File: config.mk
export PLATFORM = sky130hd
export DESIGN_NAME = id_ex_stage
export DESIGN_NICKNAME = d
export VERILOG_FILES = /design/src/rtl/ck_core_pkg.sv /design/src/rtl/pipe_skid_slot.sv /design/src/rtl/id_ex_stage.sv
export SDC_FILE = /design/constraint.sdc
export NUM_CORES = 1
export LEC_CHECK = 0
export CAP_MARGIN = 20
export CORE_ASPECT_RATIO = 1.25
export CORE_MARGIN = 2
export CORE_UTILIZATION = 55
export CTS_BUF_LIST = sky130_fd_sc_hd__clkbuf_16
export DETAILED_ROUTE_END_ITERATION = 10
export GPL_TIMING_DRIVEN = 0
export HOLD_SLACK_MARGIN = 0.1
export PLACE_DENSITY = 0.86
export SETUP_SLACK_MARGIN = 0.1
export SYNTH_ARGS = -nofsm -noshare
export SYNTH_HDL_FRONTEND = slang
export SYNTH_SLANG_ARGS = --single-unit
File: constraint.sdc
create_clock -name clk -period 3.6 [get_ports clk]
set_clock_uncertainty 0.1 [all_clocks]
set_input_delay 0.72 -clock clk [delete_from_list [all_inputs] [get_ports clk]]
set_output_delay 0.72 -clock clk [all_outputs]
set_load 0.01 [all_outputs]
File: src/rtl/ck_core_pkg.sv
// Shared CK_riscv core constants: widths, control-bundle field positions and
// the pipeline-slot state encoding.
package ck_core_pkg;

  localparam int unsigned XLEN   = 32;
  localparam int unsigned RA_W   = 5;
  localparam int unsigned CTRL_W = 11;

  // Bit positions inside the packed control bundle
  localparam int unsigned CTRL_REG_WR    = 10;
  localparam int unsigned CTRL_MEM2REG   = 9;
  localparam int unsigned CTRL_MEM_WR    = 8;
  localparam int unsigned CTRL_MEM_RD    = 7;
  localparam int unsigned CTRL_MEM_OP_HI = 6;
  localparam int unsigned CTRL_MEM_OP_LO = 4;
  localparam int unsigned CTRL_ALU_OP_HI = 3;
  localparam int unsigned CTRL_ALU_OP_LO = 2;
  localparam int unsigned CTRL_DATA1_SEL = 1;

  // Bit 0 = main valid, bit 1 = skid valid
  typedef enum logic [1:0] {
    SLOT_EMPTY = 2'b00,
    SLOT_BUSY  = 2'b01,
    SLOT_FULL  = 2'b11
  } slot_state_e;

endpackage

File: src/rtl/pipe_skid_slot.sv
// Generic valid/ready pipeline slot with a main entry, a one-deep skid entry
// and a synchronous flush that drops everything held.
module pipe_skid_slot
  import ck_core_pkg::*;
#(
  parameter int unsigned PW = 8
) (
  input  logic          clk,
  input  logic          rstn,
  input  logic          flush,
  input  logic          in_valid,
  output logic          in_ready,
  input  logic [PW-1:0] in_data,
  output logic          out_valid,
  input  logic          out_ready,
  output logic [PW-1:0] out_data
);

  slot_state_e   state_q, state_d;
  logic [PW-1:0] main_q, skid_q;
  logic          in_ready_q;
  logic          accept, drain;
  logic          load_main, load_skid, main_from_skid;

  assign accept    = in_valid & in_ready_q;
  assign drain     = state_q[0] & out_ready;
  assign in_ready  = in_ready_q;
  assign out_valid = state_q[0];
  assign out_data  = main_q;

  always_ff @(posedge clk or negedge rstn) begin
    if (!rstn) begin
      state_q    <= SLOT_EMPTY;
      in_ready_q <= 1'b1;
    end else begin
      state_q    <= state_d;
      in_ready_q <= (state_d != SLOT_FULL);
    end
  end

  // Next state and payload enables; flush overrides every load
  always_comb begin
    state_d        = state_q;
    load_main      = 1'b0;
    load_skid      = 1'b0;
    main_from_skid = 1'b0;
    case (state_q)
      SLOT_EMPTY: begin
        if (accept) begin
          state_d   = SLOT_BUSY;
          load_main = 1'b1;
        end
      end
      SLOT_BUSY: begin
        if (accept && drain) begin
          load_main = 1'b1;
        end else if (accept) begin
          state_d   = SLOT_FULL;
          load_skid = 1'b1;
        end else if (drain) begin
          state_d = SLOT_EMPTY;
        end
      end
      SLOT_FULL: begin
        if (drain) begin
          state_d        = SLOT_BUSY;
          main_from_skid = 1'b1;
        end
      end
      default: state_d = SLOT_EMPTY;
    endcase
    if (flush) begin
      state_d        = SLOT_EMPTY;
      load_main      = 1'b0;
      load_skid      = 1'b0;
      main_from_skid = 1'b0;
    end
  end

  always_ff @(posedge clk or negedge rstn) begin
    if (!rstn) begin
      main_q <= '0;
      skid_q <= '0;
    end else begin
      if (main_from_skid) main_q <= skid_q;
      else if (load_main) main_q <= in_data;
      if (load_skid) skid_q <= in_data;
    end
  end

endmodule

File: src/rtl/id_ex_stage.sv
// ID->EX pipeline stage: packs decode outputs into a skid slot, gates control
// with valid, counts stalled cycles and optionally bypasses rs data.
module id_ex_stage #(
  parameter int unsigned XLEN        = ck_core_pkg::XLEN,
  parameter int unsigned CTRL_W      = ck_core_pkg::CTRL_W,
  parameter int unsigned ALUC_W      = 4,
  parameter int unsigned RA_W        = ck_core_pkg::RA_W,
  parameter int unsigned RS_DATA_REG = 1,
  parameter int unsigned CNT_W       = 16
) (
  input  logic              clk,
  input  logic              rstn,
  input  logic              in_valid,
  output logic              in_ready,
  input  logic              flush,
  input  logic [CTRL_W-1:0] ctrl_in,
  input  logic [XLEN-1:0]   rs1_data_in,
  input  logic [XLEN-1:0]   rs2_data_in,
  input  logic [XLEN-1:0]   imm_in,
  input  logic [ALUC_W-1:0] aluc_in,
  input  logic [RA_W-1:0]   rd_addr_in,
  input  logic [RA_W-1:0]   rs1_addr_in,
  input  logic [RA_W-1:0]   rs2_addr_in,
  output logic              out_valid,
  input  logic              out_ready,
  output logic [CTRL_W-1:0] ctrl_out,
  output logic [XLEN-1:0]   rs1_data_out,
  output logic [XLEN-1:0]   rs2_data_out,
  output logic [XLEN-1:0]   imm_out,
  output logic [ALUC_W-1:0] aluc_out,
  output logic [RA_W-1:0]   rd_addr_out,
  output logic [RA_W-1:0]   rs1_addr_out,
  output logic [RA_W-1:0]   rs2_addr_out,
  output logic [CNT_W-1:0]  stall_cnt
);

  localparam int unsigned PW = CTRL_W + ALUC_W + 3 * RA_W + 3 * XLEN;
  localparam logic [CNT_W-1:0] CNT_MAX = '1;

  logic [PW-1:0]     slot_in, slot_out;
  logic [CTRL_W-1:0] slot_ctrl;
  logic [XLEN-1:0]   slot_rs1, slot_rs2;
  logic [CNT_W-1:0]  stall_q;

  // rs data always rides in the payload; with the bypass selected those flops
  // have no load and are pruned in synthesis.
  assign slot_in = {ctrl_in, aluc_in, rd_addr_in, rs1_addr_in, rs2_addr_in,
                    imm_in, rs1_data_in, rs2_data_in};

  pipe_skid_slot #(.PW(PW)) u_slot (
    .clk       (clk),
    .rstn      (rstn),
    .flush     (flush),
    .in_valid  (in_valid),
    .in_ready  (in_ready),
    .in_data   (slot_in),
    .out_valid (out_valid),
    .out_ready (out_ready),
    .out_data  (slot_out)
  );

  assign {slot_ctrl, aluc_out, rd_addr_out, rs1_addr_out, rs2_addr_out,
          imm_out, slot_rs1, slot_rs2} = slot_out;

  // Stale payload may linger after a flush; gating keeps reg_wr/mem_wr quiet
  assign ctrl_out     = out_valid ? slot_ctrl : '0;
  assign rs1_data_out = (RS_DATA_REG != 0) ? slot_rs1 : rs1_data_in;
  assign rs2_data_out = (RS_DATA_REG != 0) ? slot_rs2 : rs2_data_in;

  always_ff @(posedge clk or negedge rstn) begin
    if (!rstn) begin
      stall_q <= '0;
    end else if (out_valid && !out_ready && (stall_q != CNT_MAX)) begin
      stall_q <= stall_q + CNT_W'(1);
    end
  end

  assign stall_cnt = stall_q;

endmodule

==> results of run 1 <==
==> final timing paths <==
check	startpoint	slack, ns	cells past startpoint	end
worst max-delay path	out_ready	0.47	6	u_slot.out_data[23]
worst min-delay path	stall_cnt[9]	0.38	1	stall_cnt[9]
worst max register to register	u_slot.state_q[0]	0.63	5	u_slot.out_data[23]
worst min register to register	stall_cnt[9]	0.38	1	stall_cnt[9]
max in group asynchronous	rstn	1.87	3	u_slot.skid_q[21]
min in group asynchronous	rstn	0.60	2	u_slot.skid_q[82]
==> through the flow <==
stage | setup slack (ns) | TNS, ns | total power [uW] | util, % | hold slack [ns]
global route | 0.268 | 0 | 9070 | 74.3 | 0.405
finish | 0.467 | 0 | 8630 | 74.3 | 0.383
global placement | -9.76 | -2634.79 | 6140 | 70.5 | 0.375
CTS | 0.432 | 0 | 8720 | 74.3 | 0.387
detailed placement | -0.102 | -2.67 | 6250 | 70.8 | 0.377
floorplan | 1.39 | 0 | 5190 | - | 0.324
==> cell families (layout without fill, tap and decap cells) <==
kind of cell,Yosys count,count (layout),synth area share (%)
compound gates,131,131,5.55
xor+xnor,14,14,1.00
fa+ha+maj,1,1,0.102
buf+inv,176,497,9.24
flops,271,271,55.5
mux,254,254,22.1
simple gates,178,178,6.42
==> cell usage in the layout, fill, tap and decap left out, drive strengths merged <==
| master | n |
|---|---|
| buf | 154 |
| nor4 | 2 |
| dlygate4sd3 | 1 |
| nor2 | 129 |
| o21ai | 2 |
| nor3 | 5 |
| nand4 | 7 |
| nand3b | 1 |
| nand4b | 1 |
| nand2b | 1 |
| xor2 | 9 |
| dfstp | 1 |
| and4 | 4 |
| nand2 | 6 |
| nand3 | 3 |
| and2 | 12 |
| and3 | 2 |
| or3 | 2 |
| dfrtp | 270 |
| nor4b | 2 |
| clkbuf | 48 |
| mux2 | 128 |
| nor2b | 1 |
| a2111oi | 1 |
| a21oi | 128 |
| mux2i | 126 |
| inv | 12 |
| ha | 1 |
| clkdlybuf4s50 | 273 |
| clkinv | 9 |
| xnor2 | 5 |
==> routing by layer <==
layer | wire length [um] | up-vias
met2 | 14700 | 276
met4 | 650 | 4
met5 | 27 | -
met3 | 2540 | 55
li1 | - | 4014
met1 | 11100 | 4181
==> Yosys cell counts, drive strengths merged <==
master and count:
ha 1, a21oi 128, inv 4, nor2b 1
dfstp 1, nor3 5, mux2i 126, nand3 3
a2111oi 1, nand4b 1, o21ai 2, and3 2
or3 2, clkbuf 21, nand4 7, nand2 6
nand2b 1, xor2 9, nor4b 2, and4 4
and2 12, buf 151, nor2 129, nand3b 1
xnor2 5, mux2 128, dfrtp 270, nor4 2
==> report_power, final <==
group	switching (uW)	leakage [uW]	internal [uW]	total [uW]
clock network	1100	0.000394	1340	2440
logic	790	0.00428	1320	2110
registers	376	0.00318	3710	4080
==> critical path, stage by stage <==
cell and delay, ns:
sky130_fd_sc_hd__clkdlybuf4s50_1 0.51, sky130_fd_sc_hd__nor2b_1 0.11, sky130_fd_sc_hd__a2111oi_4 0.76, sky130_fd_sc_hd__clkbuf_1 0.71, sky130_fd_sc_hd__clkbuf_1 0.45, sky130_fd_sc_hd__a21oi_1 0.13
==> registers in the layout, summed over array words and instances (netlist names) <==
register,cells
u_slot.in_ready,1
u_slot.state_q,2
stall_cnt,16
u_slot.out_data,126
u_slot.skid_q,126
==> what timing repair did <==
item                       in CTS  in global routing
hold endpoints to repair       44                  0
hold buffers                    1                  0
setup endpoints to repair       0                  0
resized for setup               0                  0
==> final cells by class <==
type | instances | area [sq um] | area share (%)
clock buffers | 27 | 676 | 4.19
inverters | 4 | 15.0 | 0.0932
plain buffers | 172 | 1110 | 6.91
flip-flops and latches | 271 | 6780 | 42.1
well taps | 279 | 349 | 2.17
repair buffers | 277 | 2810 | 17.5
multi-input cells | 578 | 4300 | 26.7
clock inverters | 17 | 66.3 | 0.411
==> impl_summary.log, run 1 <==
INFO  metric antenna_found_initial = 2
INFO  metric worst_slew_pin_slew = 0.844 ns
INFO  metric crit_path_end_kind = flop
INFO  metric layout-area-overhead-vs-synth = 32.0%
INFO  metric worstPathMaxFanout = 10
INFO  metric leakagePower = 0.00786 uW
INFO  metric cap_violations = 0
INFO  metric worst_slew_margin_rel = 43.7%
INFO  metric slew_viol_final = 0
INFO  metric clock_input_transition_at_the_sequential_cells_of_the_worst_setup_and_hold_paths = 0.06 ns
INFO  metric ir_drop = 429 uV
INFO  metric design.final.nets = 1,462
INFO  metric floorplan.die_area = 23,400 sq um
INFO  metric detail_route.drc_violations = 0
INFO  metric chipWidth = 137 um
INFO  metric first_global_vias = 9,025
INFO  metric syn-instance-count = 1,025
INFO  metric syn_avg_cell_area = 11.9 sq um
INFO  metric start_util = 56.3%
INFO  metric floorplan.core_area = 21,700 sq um
INFO  metric grt.met2_usage = 43.7%
INFO  metric drt_initial_violations = 390
INFO  metric diodes = 0
INFO  metric n_fill_cell = 1,481
INFO  metric netlist_area = 12,200 sq um
INFO  metric largest_area_contributor_in_the_synthesized_netlist = sky130_fd_sc_hd__dfrtp_1
INFO  metric layout_min_cycle_time = 3.13 ns
INFO  metric io_pins = 275
INFO  metric cts_htree_levels = 1
INFO  metric ffs_latches_synth = 271
INFO  metric grt-busiest-layer = met2
INFO  metric grt_setup_unrepaired = no
INFO  metric count_of_endpoints_failing_setup_in_the_final_report = 0
INFO  metric wire_per_inst = 17.9 um
INFO  metric drive_gt1_share = 22.8%
INFO  metric die_h = 171 um
INFO  metric wl = 29.0 mm
INFO  metric cts_root_buf = sky130_fd_sc_hd__clkbuf_16
INFO  metric std_cell_rows = 60
INFO  metric ys_warn_count = 0
INFO  metric placement.cell_area = 15,400 sq um
INFO  metric finish.instance_area = 16,100 sq um
INFO  metric globalplace.congestion = 0.810
INFO  metric cts_tree = yes
INFO  metric final-hold-violation-count = 0
INFO  metric critPathLaunchType = primary input
INFO  metric setup.worst_path.class = primary input to flop
INFO  metric synth-seq-area-share = 55.5%
INFO  metric drtAntennaViolNets = 0
INFO  metric synth_top_cells_by_area = sky130_fd_sc_hd__dfrtp_1 (55%), sky130_fd_sc_hd__mux2_2 (12%), sky130_fd_sc_hd__mux2i_1 (10%)
INFO  metric worstSkewPairLatency = 0.52 ns
INFO  metric final_min_period_over_clock_period = 87.0%
INFO  metric highest_clock_rate = 319 MHz
INFO  metric firstDrtPassIters = 5
INFO  metric maximum_number_of_pins_on_one_net_before_global_route_repair = 119
INFO  metric result_of_the_run = complete, no violations
INFO  metric final-instance-count-excl-fill = 1,625
INFO  metric clock_sinks = 271
INFO  metric globalRoute.totalOverflow = 0
INFO  metric post_detailed_route_via_to_cell_ratio = 5.25
INFO  metric net_count_after_synthesis = 1,157
INFO  metric clock_path_buffers = 3
INFO  metric dpl.cell_count = 1,580
INFO  metric port_buffers = 274
INFO  metric min-delay-path-class = flop to flop
INFO  metric num_vias = 8,530
INFO  metric cts_inserted_buffers = 26
INFO  metric worst_ep_required_time = 3.88 ns
INFO  metric grt_pass1_wl = 45.9 mm
INFO  metric cp.arrival = 3.41 ns
INFO  metric synth_largest_type_area_fraction = 55.3%
INFO  metric netlist-cell-type-count = 31
INFO  metric met3_resource_use_gr = 7.23%
INFO  metric place.detailed.hpwl = 20.4 mm
INFO  metric grtUsageTotal = 24.7%
INFO  metric power.density = 536 nW/um^2
INFO  metric grtUsageMet1 = 29.5%
INFO  metric cts_setup_buffers = 0
Note: power is estimated with default switching activity, not from simulation.
==> run 2, diff against run 1 <==
--- a/config.mk
+++ b/config.mk
@@ -10,10 +10,12 @@
 export CORE_MARGIN = 2
 export CORE_UTILIZATION = 55
 export CTS_BUF_LIST = sky130_fd_sc_hd__clkbuf_16
+export CTS_CLUSTER_DIAMETER = 150
 export DETAILED_ROUTE_END_ITERATION = 10
 export GPL_TIMING_DRIVEN = 0
 export HOLD_SLACK_MARGIN = 0.1
 export PLACE_DENSITY = 0.86
+export REMOVE_ABC_BUFFERS = 1
 export SETUP_SLACK_MARGIN = 0.1
 export SYNTH_ARGS = -nofsm -noshare
 export SYNTH_HDL_FRONTEND = slang
==> impl_summary.log, run 2 (synthesized netlist as in run 1, its figures left out) <==
INFO  metric grtUsageTotal = 23.1% (-1.7 points)
INFO  metric highest_clock_rate = 327 MHz (+2.4%)
INFO  metric result_of_the_run = complete, no violations
INFO  metric ir_drop = 403 uV (-5.9%)
INFO  metric clock_input_transition_at_the_sequential_cells_of_the_worst_setup_and_hold_paths = 0.06 ns (about the same)
INFO  metric cap_violations = 0 (unchanged)
INFO  metric hold_path_end = stall_cnt[9]
INFO  metric num_vias = 8,005 (-6.2%)
INFO  metric finalCoreUtilization = 71.8% (-2.5 points)
INFO  metric place_worst_setup_slack = 0.133 ns (+0.235 ns)
INFO  metric wl = 26.8 mm (-7.4%)
INFO  metric setup.reg_to_reg.worst_slack = 0.54 ns (-0.09 ns)
INFO  metric globalRoute.totalOverflow = 0 (unchanged)
INFO  metric timing.reg2reg.worst_path_depth = 8 (+3)
INFO  metric floorplan.core_area = 21,700 sq um (unchanged)
INFO  metric min-delay-path-class = flop to flop
INFO  metric min_delay_path_depth = 1 (unchanged)
INFO  metric globalplace.congestion = 0.776 (-4.2%)
INFO  metric crit_path_end_kind = flop
INFO  metric hold_buffers = 1 (unchanged)
INFO  metric drive_gt1_share = 16.8% (-6.0 points)
INFO  metric place.detailed.hpwl = 18.5 mm (-9.4%)
INFO  metric wire_per_inst = 18.1 um (+1.4%)
INFO  metric sequential_cell_area = 6780 sq um (unchanged)
INFO  metric grt_pass1_wl = 43.1 mm (-6.0%)
INFO  metric die_h = 171 um (unchanged)
INFO  metric setup.worst_path.class = flop to flop
INFO  metric drt_initial_violations = 309 (-21%)
INFO  metric clock_path_buffers = 3 (unchanged)
INFO  metric placement.cell_area = 14,700 sq um (-4.4%)
INFO  metric diodes = 0 (unchanged)
INFO  metric regToRegStartpoint = u_slot.state_q[0]
INFO  metric n_fill_cell = 1,460 (-1.4%)
INFO  metric cts_tree = yes
INFO  metric maximum_number_of_pins_on_one_net_before_global_route_repair = 124 (+4.2%)
INFO  metric highest_count_cells_in_the_layout_ignoring_fill_and_taps = sky130_fd_sc_hd__clkdlybuf4s50_1 (273), sky130_fd_sc_hd__dfrtp_1 (270), sky130_fd_sc_hd__nor2_1 (129)
INFO  metric first_global_vias = 8,499 (-5.8%)
INFO  metric cts_root_buf = sky130_fd_sc_hd__clkbuf_16
INFO  metric power.density = 555 nW/um^2 (+3.7%)
INFO  metric worst_ep_required_time = 3.93 ns (+0.05 ns)
INFO  metric post_detailed_route_via_to_cell_ratio = 5.40 (+2.8%)
INFO  metric finish.instance_area = 15,600 sq um (-3.3%)
INFO  metric layout_min_cycle_time = 3.06 ns (-0.0741 ns)
INFO  metric worstPathMaxFanout = 20 (+10)
INFO  metric cts_inserted_buffers = 27 (+3.8%)
INFO  metric final-hold-violation-count = 0 (unchanged)
INFO  metric power.total = 8650 uW (+0.22%)
INFO  metric port_buffers = 274 (unchanged)
INFO  metric antenna_found_initial = 1 (-1)
INFO  metric drtAntennaViolNets = 0 (unchanged)
INFO  metric worst_slew_pin_slew = 0.906 ns (+0.0612 ns)
INFO  metric clock_sinks = 271 (unchanged)
INFO  metric io_pins = 275 (unchanged)
INFO  metric finalWorstSetupSlack = 0.542 ns (+0.0741 ns)
INFO  metric layout-area-overhead-vs-synth = 27.6%
INFO  metric detail_route.drc_violations = 0 (unchanged)
INFO  metric leakagePower = 0.00746 uW (-5.1%)
INFO  metric cts_setup_buffers = 0 (unchanged)
INFO  metric cts-resized-gates = 0 (unchanged)
INFO  metric count_of_endpoints_failing_setup_in_the_final_report = 0 (unchanged)
INFO  metric worst_slew_margin_rel = 39.6% (-4.1 points)
INFO  metric final_min_period_over_clock_period = 85.0% (-2.1 points)
INFO  metric firstDrtPassIters = 4 (-1)
INFO  metric start_util = 56.3% (unchanged)
INFO  metric design.final.nets = 1,320 (-9.7%)
INFO  metric grt_setup_unrepaired = no
INFO  metric cts_htree_levels = 1 (unchanged)
INFO  metric worstSkewPairLatency = 0.53 ns (about the same)
INFO  metric chipWidth = 137 um (unchanged)
INFO  metric floorplan.die_area = 23,400 sq um (unchanged)
INFO  metric multi_input_gate_area_in_the_final_layout = 4310 sq um (+0.12%)
INFO  metric holdCritStartpoint = stall_cnt[9]
INFO  metric layout_commonest_cell = sky130_fd_sc_hd__clkdlybuf4s50_1
INFO  metric slew_viol_final = 0 (unchanged)
INFO  metric cp.arrival = 3.39 ns (-0.02 ns)
INFO  metric crit-reg2reg-capture = u_slot.out_data[50]
INFO  metric std_cell_rows = 60 (unchanged)
INFO  metric critPathLaunchType = flop
## run 2: cell count changes in the layout (fill, tap and decap cells not counted), moves of 7 or more
cell and delta:
sky130_fd_sc_hd__buf_1 -7, sky130_fd_sc_hd__buf_6 +9, sky130_fd_sc_hd__buf_4 -115, sky130_fd_sc_hd__buf_2 -29, sky130_fd_sc_hd__buf_8 +17, sky130_fd_sc_hd__clkbuf_1 -21
## run 2: metal layers
layer / global-route usage (%) / up-vias / part of all wire, %
met1: 27.6 / 3987 / 39
li1: - / 3732 / -
met5: 0 / - / 0.041
met4: 8.47 / 2 / 3.9
met2: 39.8 / 222 / 51
met3: 6.04 / 62 / 6.9
## run 2: worst max path at each step
stage | from | to
final | u_slot.state_q[0] | u_slot.out_data[50]
after global routing | u_slot.state_q[0] | u_slot.out_data[50]
after CTS | u_slot.state_q[0] | u_slot.out_data[50]
after detailed placement | flush | u_slot.out_data[60]
after global placement | rstn | u_slot.skid_q[10]
after floorplan | flush | u_slot.out_data[0]
## run 2: metrics by stage
| step | setup TNS (ns) | hold slack [ns] | cells |
|---|---|---|---|
| after floorplan | -606.80 | 0.324 | 853 |
| after global placement | -4051.48 | 0.385 | 1406 |
| after detailed placement | 0 | 0.391 | 1437 |
| after CTS | 0 | 0.402 | 1483 |
| after global routing | 0 | 0.412 | 1483 |
| final | 0 | 0.400 | 1483 |
## run 2: power breakdown
group / total, uW / internal (uW) / switching [uW] / leakage, uW
clock: 2790 / 1640 / 1140 / 0.000442
combinational: 1790 / 1070 / 718 / 0.00383
sequential: 4070 / 3710 / 367 / 0.00318
## run 2: critical path: stages (launching register included)
cell and delay [ns]:
sky130_fd_sc_hd__dfrtp_1 0.59, sky130_fd_sc_hd__nor2b_1 0.29, sky130_fd_sc_hd__a2111oi_4 0.84, sky130_fd_sc_hd__buf_6 0.28, sky130_fd_sc_hd__buf_8 0.19, sky130_fd_sc_hd__buf_8 0.18, sky130_fd_sc_hd__buf_6 0.21, sky130_fd_sc_hd__nor2_1 0.09
sky130_fd_sc_hd__a21oi_1 0.17
## run 2: cell type report
| class | instances | area share, % |
|---|---|---|
| clock buffers | 27 | 4.34 |
| multi-input cells | 578 | 27.6 |
| inverters | 4 | 0.0964 |
| repair buffers | 306 | 20.9 |
| flip-flops and latches | 271 | 43.5 |
| clock inverters | 18 | 1.26 |
| well taps | 279 | 2.24 |
==> run 3, diff against run 2 <==
--- a/config.mk
+++ b/config.mk
@@ -8,13 +8,13 @@
 export CAP_MARGIN = 20
 export CORE_ASPECT_RATIO = 1.25
 export CORE_MARGIN = 2
-export CORE_UTILIZATION = 55
+export CORE_UTILIZATION = 51
 export CTS_BUF_LIST = sky130_fd_sc_hd__clkbuf_16
 export CTS_CLUSTER_DIAMETER = 150
 export DETAILED_ROUTE_END_ITERATION = 10
 export GPL_TIMING_DRIVEN = 0
 export HOLD_SLACK_MARGIN = 0.1
-export PLACE_DENSITY = 0.86
+export PLACE_DENSITY = 0.81
 export REMOVE_ABC_BUFFERS = 1
 export SETUP_SLACK_MARGIN = 0.1
 export SYNTH_ARGS = -nofsm -noshare
==> constraint.sdc (replaced) <==
create_clock -name clk -period 3.2 [get_ports clk]
set_clock_uncertainty 0.1 [all_clocks]
set_input_delay 0.64 -clock clk [delete_from_list [all_inputs] [get_ports clk]]
set_output_delay 0.64 -clock clk [all_outputs]
set_load 0.01 [all_outputs]
==> impl_summary.log, run 3 (synthesized netlist as in run 1, its figures left out) <==
INFO  metric result_of_the_run = complete, no violations
INFO  metric highest_clock_rate = 366 MHz
INFO  metric power.total = 9510 uW (+9.9%)
INFO  metric antenna_found_initial = 0 (-1)
INFO  metric wl = 25.4 mm (-5.4%)
INFO  metric count_of_endpoints_failing_setup_in_the_final_report = 0 (unchanged)
INFO  metric crit-reg2reg-capture = u_slot.out_data[81]
INFO  metric cts_tree = yes
INFO  metric ir_drop = 425 uV (+5.4%)
INFO  metric drive_gt1_share = 16.3% (-0.47 points)
INFO  metric chipWidth = 142 um (+3.7%)
INFO  metric cap_violations = 0 (unchanged)
INFO  metric timing.reg2reg.worst_path_depth = 7 (-1)
INFO  metric highest_count_cells_in_the_layout_ignoring_fill_and_taps = sky130_fd_sc_hd__clkdlybuf4s50_1 (273), sky130_fd_sc_hd__dfrtp_1 (270), sky130_fd_sc_hd__nor2_1 (129)
INFO  metric min_delay_path_depth = 1 (unchanged)
INFO  metric post_detailed_route_via_to_cell_ratio = 5.17 (-4.2%)
INFO  metric port_buffers = 274 (unchanged)
INFO  metric worstSkewPairLatency = 0.52 ns (about the same)
INFO  metric cts_htree_levels = 1 (unchanged)
INFO  metric io_pins = 275 (unchanged)
INFO  metric design.final.nets = 1,320 (unchanged)
INFO  metric setup.reg_to_reg.worst_slack = 0.47 ns (-0.08 ns)
INFO  metric drt_initial_violations = 301 (-2.6%)
INFO  metric cts_inserted_buffers = 27 (unchanged)
INFO  metric cts_root_buf = sky130_fd_sc_hd__clkbuf_16
INFO  metric diodes = 0 (unchanged)
INFO  metric grtUsageTotal = 20.0% (-3.1 points)
INFO  metric firstDrtPassIters = 4 (unchanged)
INFO  metric leakagePower = 0.00744 uW (-0.17%)
INFO  metric worst_ep_required_time = 3.51 ns (-0.42 ns)
INFO  metric globalRoute.totalOverflow = 0 (unchanged)
INFO  metric power.density = 612 nW/um^2 (+10%)
INFO  metric globalplace.congestion = 0.763 (-1.7%)
INFO  metric regToRegStartpoint = u_slot.state_q[0]
INFO  metric hold_path_end = u_slot.skid_q[94]
INFO  metric clock_sinks = 271 (unchanged)
INFO  metric floorplan.core_area = 23,600 sq um (+9.0%)
INFO  metric num_vias = 7,757 (-3.1%)
INFO  metric layout-area-overhead-vs-synth = 27.2%
INFO  metric tns_setup = 0 ns (unchanged)
INFO  metric min-delay-path-class = flop to flop
INFO  metric maximum_number_of_pins_on_one_net_before_global_route_repair = 121 (-2.4%)
INFO  metric floorplan.die_area = 25,200 sq um (+7.6%)
INFO  metric crit_path_end_kind = flop
INFO  metric std_cell_rows = 63 (+5.0%)
INFO  metric layout_commonest_cell = sky130_fd_sc_hd__clkdlybuf4s50_1
INFO  metric final_min_period_over_clock_period = 85.5%
INFO  metric drtAntennaViolNets = 0 (unchanged)
INFO  metric start_util = 51.6% (-4.6 points)
INFO  metric worstPathMaxFanout = 12 (-40%)
INFO  metric clock_path_buffers = 3 (unchanged)
INFO  metric worst_slew_pin_slew = 0.792 ns (-0.114 ns)
INFO  metric place.detailed.hpwl = 17.8 mm (-3.8%)
INFO  metric cp.arrival = 3.04 ns (-0.35 ns)
INFO  metric die_h = 177 um (+3.8%)
INFO  metric first_global_vias = 7,984 (-6.1%)
INFO  metric clock_input_transition_at_the_sequential_cells_of_the_worst_setup_and_hold_paths = 0.06 ns (about the same)
INFO  metric layout_min_cycle_time = 2.73 ns
INFO  metric worst_slew_margin_rel = 47.2% (+7.6 points)
INFO  metric critPathLaunchType = primary input
INFO  metric wire_per_inst = 16.9 um (-6.5%)
INFO  metric grt_setup_unrepaired = no
INFO  metric detail_route.drc_violations = 0 (unchanged)
INFO  metric holdCritStartpoint = u_slot.skid_q[94]
INFO  metric place_worst_setup_slack = -0.0710 ns (-0.204 ns)
INFO  metric setup.worst_path.class = primary input to flop
INFO  metric final-hold-violation-count = 0 (unchanged)
INFO  metric slew_viol_final = 0 (unchanged)
INFO  metric finalWorstSetupSlack = 0.466 ns (-0.0760 ns)
INFO  metric grt_pass1_wl = 40.8 mm (-5.3%)
INFO  metric cts_setup_buffers = 0 (unchanged)
## run 3: cell type report
cell class              count  area [sq um]
repair buffers            306          3240
well taps                 292           365
clock inverters            22           144
inverters                   4          15.0
fillers                  1792          8120
clock buffers              27           676
flip-flops and latches    271          6780
multi-input cells         578          4310
## run 3: critical path, cell delays in order
cell                              delay (ns)
sky130_fd_sc_hd__clkdlybuf4s50_1        0.52
sky130_fd_sc_hd__nand4b_1               0.73
sky130_fd_sc_hd__buf_8                  0.41
sky130_fd_sc_hd__buf_8                  0.17
sky130_fd_sc_hd__buf_8                  0.16
sky130_fd_sc_hd__buf_8                  0.15
sky130_fd_sc_hd__mux2i_1                0.15
sky130_fd_sc_hd__a21oi_1                0.08
## run 3: stage by stage
step / instances / hold WS, ns / instance area, sq um / utilization, %
floorplan: 853 / 0.244 / 11100 / -
global placement: 1419 / 0.386 / 14200 / 60.1
detailed placement: 1450 / 0.391 / 14700 / 62.2
CTS: 1500 / 0.406 / 15500 / 65.7
global route: 1500 / 0.412 / 15500 / 65.7
finish: 1500 / 0.402 / 15500 / 65.7
## run 3: worst max-delay path by stage
stage / startpoint / end / depth (start not counted)
after CTS: u_slot.state_q[0] / u_slot.out_data[81] / 7
after global routing: u_slot.state_q[0] / u_slot.out_data[81] / 7
after detailed placement: flush / u_slot.out_data[81] / 8
after floorplan: flush / u_slot.out_data[0] / 3
final: flush / u_slot.out_data[81] / 8
after global placement: rstn / u_slot.skid_q[92] / 1
## run 3: layer usage
layer / wire length [um] / vias up / share of wire, % / global-route usage [%]
met5: 0 / - / 0 / 0
met4: 648 / 0 / 2.6 / 5.20
met3: 1880 / 42 / 7.4 / 5.79
met2: 12600 / 191 / 50 / 35.0
met1: 10300 / 3779 / 40 / 24.1
li1: - / 3745 / - / -
## run 3: power by group
part / total (uW) / internal [uW] / switching [uW]
clock: 2950 / 1680 / 1270
sequential: 4560 / 4170 / 393
combinational: 2000 / 1210 / 790
## run 3: repair_timing
item	CTS	global route
hold buffers	1	0
hold endpoints to repair	40	0
gates resized for setup	0	0
